$ cat src/rtl/cdb_arbiter.sv
// rtl/cdb_arbiter.sv - round-robin CDB arbiter over per-FU result FIFOs with mispredict squash
// Optional macro CDB_BYPASS_EN: a source with no live buffered result may be granted straight from its inputs.
module cdb_arbiter #(
  parameter int DATA_W     = 32,
  parameter int PREG_W     = 7,
  parameter int ROB_W      = 5,
  parameter int FIFO_DEPTH = 2
) (
  input  logic              clk,
  input  logic              reset,
  input  logic              alu_valid,
  input  logic [PREG_W-1:0] alu_pd,
  input  logic [DATA_W-1:0] alu_data,
  input  logic [ROB_W-1:0]  alu_tag,
  output logic              alu_ready,
  input  logic              b_valid,
  input  logic [PREG_W-1:0] b_pd,
  input  logic [DATA_W-1:0] b_data,
  input  logic [ROB_W-1:0]  b_tag,
  output logic              b_ready,
  input  logic              mem_valid,
  input  logic [PREG_W-1:0] mem_pd,
  input  logic [DATA_W-1:0] mem_data,
  input  logic [ROB_W-1:0]  mem_tag,
  output logic              mem_ready,
  input  logic [ROB_W-1:0]  rob_head,
  input  logic              mispredict,
  input  logic [ROB_W-1:0]  mispredict_tag,
  input  logic              cdb_ready,
  output logic              cdb_valid,
  output logic [PREG_W-1:0] cdb_pd,
  output logic [DATA_W-1:0] cdb_data,
  output logic [ROB_W-1:0]  cdb_tag,
  output logic [1:0]        cdb_src
);

  localparam int NSRC  = 3;
  localparam int PTR_W = $clog2(FIFO_DEPTH);
  localparam int CNT_W = $clog2(FIFO_DEPTH) + 1;

  // Ages are distances from the ROB head, so the compare survives tag wrap-around.
  function automatic logic is_younger(input logic mp, input logic [ROB_W-1:0] t,
                                      input logic [ROB_W-1:0] head, input logic [ROB_W-1:0] mtag);
    logic [ROB_W-1:0] age_t;
    logic [ROB_W-1:0] age_m;
    age_t = t - head;
    age_m = mtag - head;
    return mp && (age_t > age_m);
  endfunction

  function automatic logic [1:0] next_src(input logic [1:0] s);
    return (s == 2'd2) ? 2'd0 : s + 2'd1;
  endfunction

  logic [NSRC-1:0]   in_valid, in_ready, cand, push, pop, take;
  logic [PREG_W-1:0] in_pd   [NSRC];
  logic [DATA_W-1:0] in_data [NSRC];
  logic [ROB_W-1:0]  in_tag  [NSRC];
  logic [PREG_W-1:0] sel_pd  [NSRC];
  logic [DATA_W-1:0] sel_data[NSRC];
  logic [ROB_W-1:0]  sel_tag [NSRC];
  logic [1:0]        rr_q, gnt;
  logic              gnt_any;

  assign in_valid   = {mem_valid, b_valid, alu_valid};
  assign in_pd[0]   = alu_pd;
  assign in_pd[1]   = b_pd;
  assign in_pd[2]   = mem_pd;
  assign in_data[0] = alu_data;
  assign in_data[1] = b_data;
  assign in_data[2] = mem_data;
  assign in_tag[0]  = alu_tag;
  assign in_tag[1]  = b_tag;
  assign in_tag[2]  = mem_tag;
  assign {mem_ready, b_ready, alu_ready} = in_ready;

  for (genvar s = 0; s < NSRC; s++) begin : g_src
    logic [PTR_W-1:0]      rd_ptr, wr_ptr;
    logic [CNT_W-1:0]      count;
    logic [FIFO_DEPTH-1:0] live_q, live_d;
    logic [PREG_W-1:0]     pd_q   [FIFO_DEPTH];
    logic [DATA_W-1:0]     data_q [FIFO_DEPTH];
    logic [ROB_W-1:0]      tag_q  [FIFO_DEPTH];
    logic                  head_cand, head_dead, in_live;

    assign in_ready[s] = count < CNT_W'(FIFO_DEPTH);
    assign in_live     = !is_younger(mispredict, in_tag[s], rob_head, mispredict_tag);
    assign head_cand   = live_q[rd_ptr] && !is_younger(mispredict, tag_q[rd_ptr], rob_head, mispredict_tag);
    assign head_dead   = (count != '0) && !live_q[rd_ptr];
    assign take[s]     = gnt_any && cdb_ready && (gnt == 2'(s));

`ifdef CDB_BYPASS_EN
    logic byp;
    assign byp         = (live_q == '0) && in_valid[s] && in_ready[s] && in_live;
    assign cand[s]     = head_cand || byp;
    assign sel_pd[s]   = byp ? in_pd[s]   : pd_q[rd_ptr];
    assign sel_data[s] = byp ? in_data[s] : data_q[rd_ptr];
    assign sel_tag[s]  = byp ? in_tag[s]  : tag_q[rd_ptr];
    assign push[s]     = in_valid[s] && in_ready[s] && !(byp && take[s]);
    assign pop[s]      = head_dead || (take[s] && !byp);
`else
    assign cand[s]     = head_cand;
    assign sel_pd[s]   = pd_q[rd_ptr];
    assign sel_data[s] = data_q[rd_ptr];
    assign sel_tag[s]  = tag_q[rd_ptr];
    assign push[s]     = in_valid[s] && in_ready[s];
    assign pop[s]      = head_dead || take[s];
`endif

    // Live bits are cleared on pop, so a set bit always marks an occupied slot.
    for (genvar i = 0; i < FIFO_DEPTH; i++) begin : g_ent
      assign live_d[i] = (push[s] && (wr_ptr == PTR_W'(i))) ? in_live :
                         (pop[s]  && (rd_ptr == PTR_W'(i))) ? 1'b0 :
                         (live_q[i] && !is_younger(mispredict, tag_q[i], rob_head, mispredict_tag));
    end

    always_ff @(posedge clk) begin
      if (!reset) begin
        rd_ptr <= '0;
        wr_ptr <= '0;
        count  <= '0;
        live_q <= '0;
      end else begin
        live_q <= live_d;
        if (push[s]) begin
          pd_q[wr_ptr]   <= in_pd[s];
          data_q[wr_ptr] <= in_data[s];
          tag_q[wr_ptr]  <= in_tag[s];
          wr_ptr         <= wr_ptr + 1'b1;
        end
        if (pop[s]) rd_ptr <= rd_ptr + 1'b1;
        count <= count + CNT_W'(push[s]) - CNT_W'(pop[s]);
      end
    end
  end

  always_comb begin
    logic [1:0] s1, s2;
    s1  = next_src(rr_q);
    s2  = next_src(s1);
    gnt = s2;
    if (cand[rr_q])    gnt = rr_q;
    else if (cand[s1]) gnt = s1;
  end

  assign gnt_any   = |cand;
  assign cdb_valid = gnt_any;
  assign cdb_src   = gnt_any ? (gnt + 2'd1) : 2'd0;
  assign cdb_pd    = gnt_any ? sel_pd[gnt]   : '0;
  assign cdb_data  = gnt_any ? sel_data[gnt] : '0;
  assign cdb_tag   = gnt_any ? sel_tag[gnt]  : '0;

  always_ff @(posedge clk) begin
    if (!reset)                     rr_q <= 2'd0;
    else if (gnt_any && cdb_ready)  rr_q <= next_src(gnt);
  end

endmodule

$ cat config.mk
export PLATFORM = sky130hd
export DESIGN_NAME = cdb_arbiter
export DESIGN_NICKNAME = d
export VERILOG_FILES = /design/src/rtl/cdb_arbiter.sv
export SDC_FILE = /design/constraint.sdc
export NUM_CORES = 1
export LEC_CHECK = 0
export ABC_AREA = 0
export CORE_MARGIN = 1.5
export CORE_UTILIZATION = 45
export CTS_BUF_LIST = sky130_fd_sc_hd__clkbuf_4
export CTS_CLUSTER_DIAMETER = 50
export CTS_CLUSTER_SIZE = 28
export DETAILED_ROUTE_END_ITERATION = 16
export PLACE_DENSITY = 0.67
export SLEW_MARGIN = 20
export SYNTH_ARGS = -nofsm -noshare
export SYNTH_HDL_FRONTEND = slang
export SYNTH_SLANG_ARGS = --single-unit
$ cat constraint.sdc
create_clock -name clk -period 5.8 [get_ports clk]
set_input_delay 0.58 -clock clk [delete_from_list [all_inputs] [get_ports clk]]
set_output_delay 0.58 -clock clk [all_outputs]
set_load 0.02 [all_outputs]
==> run_results.csv, run 1 <==
group,metric,value,unit
global_routing,antenna_found_initial,5,
drt,drc,0,
clocking,clk_path_buf_depth,3,
critical_path,crit_fanout,44,
drt,wl_per_cell,19.6,microns
timing,max_freq,179,MHz
critical_path,cp.required,5.22,ns
critical_path,slowest_stage,"dfxtp_4",
clocking,clk_latency,0.77,ns
clocking,cts.sinks,287,
critical_path,crit_arrival,5.00,ns
critical_path,worstSetupStartpointType,"flip-flop",
drt,avgViaCountPerCell,5.28,
yosys,netlist_area,0.0149,sq mm
clocking,root_buffer,"clkbuf_4",
global_routing,grt_pass1_wl,54300,microns
clocking,clkSlewWorstSetupHoldPaths,0.18,ns
yosys,synth_area_per_cell,13.2,sq um
yosys,synth_area_leaders,"edfxtp_1 53%, ha_1 9.5%, mux2_2 6.6%",
timing,tightest_slew,0.914,ns
timing,setup_viol,0,
yosys,synth_top_area_cell,"edfxtp_1",
clocking,cts_buffers,30,
power_and_ir_drop,p_int,4570,uW
global_routing,grt_max_degree,45,
floorplan,ios,199,
drt,drt-initial-drc-count,485,
yosys,ys_types,64,
drt,antenna_left,0,
layout,n_fill_cell,2747,
layout,drive_gt1_frac,0.174,
timing,hold_violations,0,
yosys,syn_inst,1133,
critical_path,cp_slowest_stage_delay,0.43,ns
global_routing,grt_pass1_vias,9737,
clocking,cts.htree.levels,1,
power_and_ir_drop,p_clk_frac,0.159,
yosys,synth_edf_count,264,
layout,final_cell_area,0.0182,sq mm
layout,synthToLayoutAreaGrowth,21.9,%
hold_path,min_path_type,"in -> reg",
drt,totalWireLength,35900,microns
power_and_ir_drop,combPwrFrac,0.513,
timing,setup_tns,0,ns
critical_path,critical_path_class,"reg -> out",
floorplan,design.die.area,0.0342,sq mm
power_and_ir_drop,leakagePower,0.00673,uW
yosys,synth.net_count,1408,
run_status,status,"finished, final reports clean",
run,cap_violations,0,
critical_path,path_cells,"mux2i_4 -> ha_1 -> inv_1 -> fa_1 -> a21o_1 -> a21oi_1 -> xnor2_1 -> ha_1 -> and4_1 -> a221o_2 -> a21oi_4 -> o22ai_1 -> a21o_2 -> buf_12 -> nor2_1 -> a21oi_1 -> a21oi_1 -> clkdlybuf4s15_1",
placed_design,place_area,0.0177,sq mm
timing,period_share,0.963,
timing,fin_crit,5.58,ns
power_and_ir_drop,power.switching,3280,uW
timing,rsz0062_at_grt,"false",
layout,fin_util,0.558,
clocking,hold_buffers,0,
timing,slew_viol_final,0,
yosys,synth-main-ff-cell,"edfxtp_1",
power_and_ir_drop,sw_frac_of_total,0.418,
timing,clock_skew,0.0387,ns
layout,nets,1634,
critical_path,crit_path_end_kind,"output port",
yosys,yosys_warnings,0,
power_and_ir_drop,seq_power_share,0.328,
floorplan,start_util,0.457,
global_routing,grt_use_total,0.210,
floorplan,num_rows,66,
floorplan,die_h,185,microns
clocking,postCtsSetupRepairBufs,0,
yosys,synth_top_area_frac,0.531,
placed_design,port-buffer-count,198,
global_routing,grt_overflow,0,
power_and_ir_drop,ir_drop,0.000423,V
placed_design,hpwl,25800,microns
power_and_ir_drop,p_per_area,431,mW/mm^2
floorplan,die_w,185,microns
drt,first_pass_iters,5,
yosys,seq_area_frac_synth,0.562,
placed_design,gp_congestion,0.875,
yosys,ys_ff_latch,287,
critical_path,critical_path.most_common_cell,"a21oi_1",
drt,num_vias,9657,
timing,slew_headroom,0.390,
floorplan,core_area,0.0326,sq mm
clocking,cts_tree,"yes",
yosys,synth-async-reset-ratio,0,
## sequential cells by signal (all words and copies together) (netlist names), named ones only
register      count
rr_q              2
g_src.data_q    192
g_src.tag_q      30
g_src.wr_ptr      3
g_src.count       6
g_src.live_q      6
g_src.rd_ptr      3
g_src.pd_q       42
## critical path: cells and delay by family (launching register included)
| family | cells | cell delay [ns] |
|---|---|---|
| multiplexers | 1 | 0.26 |
| buffers and inverters | 3 | 0.56 |
| flip-flops | 1 | 0.43 |
| AO/OA/AOI/OAI | 8 | 1.55 |
| adder cells (fa/ha/maj) | 3 | 0.85 |
| AND/OR/NAND/NOR | 2 | 0.36 |
| XOR/XNOR | 1 | 0.17 |
## worst paths after layout
check	start	endpoint	slack, ns	cells after the start
worst max register to register	flip-flop	g_src[1].count[0]	1.30	18
worst min-delay path	mem_data[6]	g_src[2].data_q[0][6]	0.37	1
worst max-delay path	flip-flop	cdb_data[5]	0.22	18
worst min register to register	g_src[2].wr_ptr	g_src[2].wr_ptr	0.50	2
## synth_stat cells, drive strengths merged, types with 5 or more instances
cell type	instances
nor2b	6
buf	14
inv	44
o21a	9
fa	13
nand2b	10
nand3	8
xnor2	42
xor2	24
a31oi	5
o22ai	7
mux2	89
nand2	24
o21ai	62
nor2	72
nand4	6
dfxtp	23
a21o	39
mux2i	49
clkbuf	31
edfxtp	264
and2	5
a21oi	129
ha	113
## timing repair
item,4_1_cts,5_1_grt
gates resized for setup,53,57
setup endpoints to repair,46,47
pin swaps,0,2
## layer usage
layer  up-vias  routed length (microns)  global-route usage
met2       256                    16800               0.353
met1      4633                    16000               0.279
met5         -                       24                   0
li1       4720                        -                   -
met4         4                      671              0.0452
met3        44                     2400              0.0476
## power by group through the flow
| stage | Combinational [uW] | Sequential (uW) | Clock, uW |
|---|---|---|---|
| after detailed placement | 4240 | 2620 | 0 |
| final | 4020 | 2570 | 1240 |
| after global routing | 4400 | 2600 | 1360 |
| after CTS | 4060 | 2570 | 1290 |
| after floorplan | 2640 | 2580 | 0 |
| after global placement | 4190 | 2610 | 0 |
## through the flow
| step | instances | total power [uW] | hold WS, ns | worst slack, ns |
|---|---|---|---|---|
| 2_1_floorplan | 1133 | 5220 | 0.458 | 0.382 |
| 3_3_place_gp | 1769 | 6800 | 0.467 | 0.166 |
| 3_5_place_dp | 1769 | 6850 | 0.478 | 0.129 |
| 4_1_cts | 1825 | 7920 | 0.287 | 0.0317 |
| 5_1_grt | 1826 | 8360 | 0.315 | 0.0208 |
| 6_report | 1830 | 7840 | 0.367 | 0.215 |
## cell families (layout without fill, tap and decap cells)
kind of cell / Yosys count / count (layout) / share of synthesized area
other: 0 / 5 / 0
XOR/XNOR: 66 / 66 / 0.0388
adder cells (fa/ha/maj): 126 / 126 / 0.112
AND/OR/NAND/NOR: 145 / 145 / 0.0450
buffers and inverters: 90 / 340 / 0.0250
flip-flops: 287 / 287 / 0.562
multiplexers: 138 / 138 / 0.101
AO/OA/AOI/OAI: 281 / 281 / 0.116
## cells in the final DEF, fill, tap and decap left out, types with 6 or more instances in the layout
| cell type | Yosys | layout |
|---|---|---|
| dfxtp_1 | 23 | 20 |
| xor2_1 | 24 | 24 |
| clkbuf_2 | 1 | 19 |
| nand3_1 | 8 | 8 |
| nor2_1 | 72 | 66 |
| clkdlybuf4s15_1 | 0 | 12 |
| clkdlybuf4s50_1 | 0 | 152 |
| o21ai_0 | 52 | 52 |
| dlygate4sd2_1 | 0 | 13 |
| clkbuf_4 | 0 | 31 |
| nor2b_1 | 6 | 6 |
| o21ai_1 | 10 | 10 |
| buf_4 | 1 | 30 |
| mux2_2 | 88 | 88 |
| ha_1 | 113 | 113 |
| nand4_1 | 6 | 6 |
| nand2b_1 | 10 | 10 |
| xnor2_1 | 42 | 42 |
| a21o_1 | 38 | 37 |
| edfxtp_1 | 264 | 264 |
| mux2i_1 | 48 | 45 |
| inv_1 | 42 | 42 |
| buf_12 | 0 | 8 |
| o21a_1 | 9 | 9 |
| nand2_1 | 24 | 24 |
| fa_1 | 13 | 13 |
| a21oi_1 | 127 | 127 |
| o22ai_1 | 7 | 7 |
| inv_8 | 0 | 8 |
## layout make-up
type | count | area (sq um) | area share
Clock inverter | 25 | 302 | 0.0166
Clock buffer | 31 | 233 | 0.0128
Antenna cell | 5 | 12.5 | 0.000688
Timing Repair Buffer | 239 | 2300 | 0.127
Inverter | 45 | 171 | 0.00943
Sequential cell | 287 | 8390 | 0.462
Multi-Input combinational cell | 756 | 6220 | 0.342
Tap cell | 442 | 553 | 0.0304
Note: power is estimated with default switching activity, not from simulation.
==> run 2: changes to the inputs <==
- CELL_PAD_IN_SITES_DETAIL_PLACEMENT: not set -> 1
- CELL_PAD_IN_SITES_GLOBAL_PLACEMENT: not set -> 2
- CORE_UTILIZATION: 45 -> 40
- PLACE_DENSITY: 0.67 -> not set
- PLACE_DENSITY_LB_ADDON: not set -> 0.1
==> run 2 against run 1 <==
  * Total power increased by 2.7%
  * Largest power group unchanged
  * First-iteration DRC count is 39% lower
  * Fmax down 0.47%
  * Sequential power is essentially flat
  * Combinational power increased by 4%
  * Sequential share of layout area down 0.56 points
  * Critical endpoint is now cdb_src[1]
  * Largest cell class unchanged
  * Count of clock-buffer cells in the layout grew 8
  * Non-clock buffer count rose by 23
  * Die area rose by 12%
==> run_results.csv, run 2 (synthesized netlist as in run 1, its figures left out) <==
group,metric,value,unit
clocking,clk_latency,0.77,ns
hold_path,worstHoldStart,"alu_data[28]",
clocking,cts_tree,"yes",
drt,drc,0,
timing,rsz0062_at_grt,"true",
clocking,hold_buffers,0,
drt,wl_met1,18000,microns
layout,nets,1663,
layout,layout_commonest_cell,"edfxtp_1",
clocking,clk_path_buf_depth,3,
floorplan,core_area,0.0367,sq mm
timing,setup_viol,0,
layout,drive_gt1_frac,0.191,
drt,first_pass_iters,4,
power_and_ir_drop,ir_drop,0.000305,V
drt,route.met3.wl,2070,microns
hold_path,min_delay_worst_endpoint,"g_src[0].data_q[1][28]",
timing,whs,0.378,ns
clocking,cts.htree.levels,2,
critical_path,cp.required,5.22,ns
layout,fin_util,0.502,
power_and_ir_drop,leakagePower,0.00686,uW
power_and_ir_drop,power.switching,3400,uW
layout,reg_top3,"g_src.data_q (192), g_src.pd_q (42), g_src.tag_q (30)",
timing,clock_skew,0.0904,ns
floorplan,design.die.area,0.0385,sq mm
timing,tightest_slew,0.813,ns
clocking,clkSlewWorstSetupHoldPaths,0.16,ns
global_routing,grt_use_total,0.210,
power_and_ir_drop,combPwrFrac,0.521,
critical_path,crit_arrival,5.03,ns
layout,multiInputGateArea,0.00623,sq mm
global_routing,grt_max_degree,46,
floorplan,die_w,196,microns
global_routing,grt_pass1_wl,60700,microns
clocking,cts_buffers,36,
layout,top_register,"g_src.data_q",
critical_path,crit_path_end_kind,"output port",
layout,final-seq-area,0.00840,sq mm
layout,final_cell_mix,"264 x edfxtp_1, 152 x clkdlybuf4s50_1, 126 x a21oi_1",
power_and_ir_drop,p_per_area,437,mW/mm^2
hold_path,min_path_type,"in -> reg",
timing,fin_crit,5.61,ns
drt,drt-initial-drc-count,294,
drt,met2_wirelength,19100,microns
layout,largest_register_ffs,192,
drt,top_layer_used,"met5",
timing,hold_violations,0,
floorplan,start_util,0.406,
global_routing,antenna_found_initial,9,
power_and_ir_drop,power,8050,uW
critical_path,crit_fanout,6,
clocking,root_buffer,"clkbuf_4",
global_routing,grt_overflow,0,
drt,num_vias,9826,
floorplan,ios,199,
critical_path,ff2ff_path_depth,17,
power_and_ir_drop,sw_frac_of_total,0.422,
power_and_ir_drop,seq_power_share,0.321,
layout,synthToLayoutAreaGrowth,23.5,%
floorplan,num_rows,70,
placed_design,hpwl,29300,microns
power_and_ir_drop,p_int,4650,uW
placed_design,gp_congestion,0.838,
critical_path,r2r-end,"g_src[1].count[0]",
clocking,cts.sinks,287,
global_routing,grt_pass1_vias,10416,
critical_path,rrSetupSlack,1.24,ns
timing,max_freq,178,MHz
timing,slew_headroom,0.457,
hold_path,min_path_cells,1,
drt,wl_per_cell,21.1,microns
timing,slew_viol_final,0,
drt,antenna_left,0,
run_status,status,"finished, final reports clean",
placed_design,port-buffer-count,198,
layout,n_fill_cell,3808,
run,cap_violations,0,
critical_path,critical_path_class,"reg -> out",
floorplan,die_h,196,microns
power_and_ir_drop,p_clk_frac,0.158,
critical_path,worstSetupStartpointType,"flip-flop",
timing,period_share,0.967,
drt,avgViaCountPerCell,5.20,
drt,totalWireLength,39900,microns
==> run 2: cell count changes in the layout (fill, tap and decap cells not counted), moves of 4 or more <==
cell / change
buf_4: +23
clkbuf_4: +8
inv_8: -4
o21ai_0: -4
o21ai_1: +4
==> run 2: metal layers <==
layer,global-route usage,vias to the layer above
li1,-,4771
met1,0.267,4799
met2,0.357,187
met3,0.0557,57
met4,0.0507,12
met5,0,-
==> run 2: repair_timing <==
| item | CTS | global route |
|---|---|---|
| pin swaps | 0 | 2 |
| setup buffers | 0 | 12 |
| endpoints found under the setup margin | 45 | 46 |
| gates resized for setup | 54 | 62 |
==> run 2: critical path: stages, from the launching register on <==
cell	delay, ns
dfxtp_4	0.47
buf_4	0.15
mux2_2	0.39
fa_1	0.44
a21o_1	0.17
a21oi_1	0.19
xnor2_1	0.21
ha_1	0.33
nand3_1	0.10
o21bai_1	0.14
a31oi_2	0.14
nor4_2	0.24
buf_4	0.21
a21o_2	0.18
buf_4	0.18
inv_2	0.08
a21oi_1	0.30
dlygate4sd2_1	0.38
==> run 2: power by group through the flow <==
stage	Sequential, uW	Combinational (uW)	Clock, uW
detailed placement	2620	4350	0
global placement	2610	4300	0
floorplan	2580	2640	0
CTS	2580	4190	1330
finish	2590	4190	1280
global route	2610	4600	1400
==> run 2: per-stage QoR <==
step	area, sq um	std cells	setup WS [ns]	setup TNS, ns
after floorplan	14900	1133	0.382	0
after global placement	17800	1806	0.113	0
after detailed placement	17800	1806	0.0418	0
after CTS	18300	1872	0.0208	0
after global routing	18400	1888	-0.0627	-0.737
final	18400	1889	0.189	0
==> run 2: worst max-delay path by stage <==
stage,from,cells after the start,endpoint
2_1_floorplan,rob_head[1],14,cdb_data[24]
5_1_grt,flip-flop,18,cdb_data[2]
3_5_place_dp,rob_head[0],16,cdb_data[6]
3_3_place_gp,rob_head[0],18,cdb_data[17]
6_report,flip-flop,17,cdb_src[1]
4_1_cts,flip-flop,16,cdb_data[19]
==> run 2: final cells by class <==
cell class	instances	area share
Timing Repair Buffer	262	0.135
Antenna cell	5	0.000679
Clock inverter	27	0.0137
Sequential cell	287	0.456
Multi-Input combinational cell	756	0.338
Clock buffer	39	0.0159
Tap cell	468	0.0318
Inverter	45	0.00917
==> run 3: changes to the inputs <==
- GPL_ROUTABILITY_DRIVEN: not set -> 0
==> results of run 3 <==
No change in the layout: final DEF, timing and power equal those of run 2.
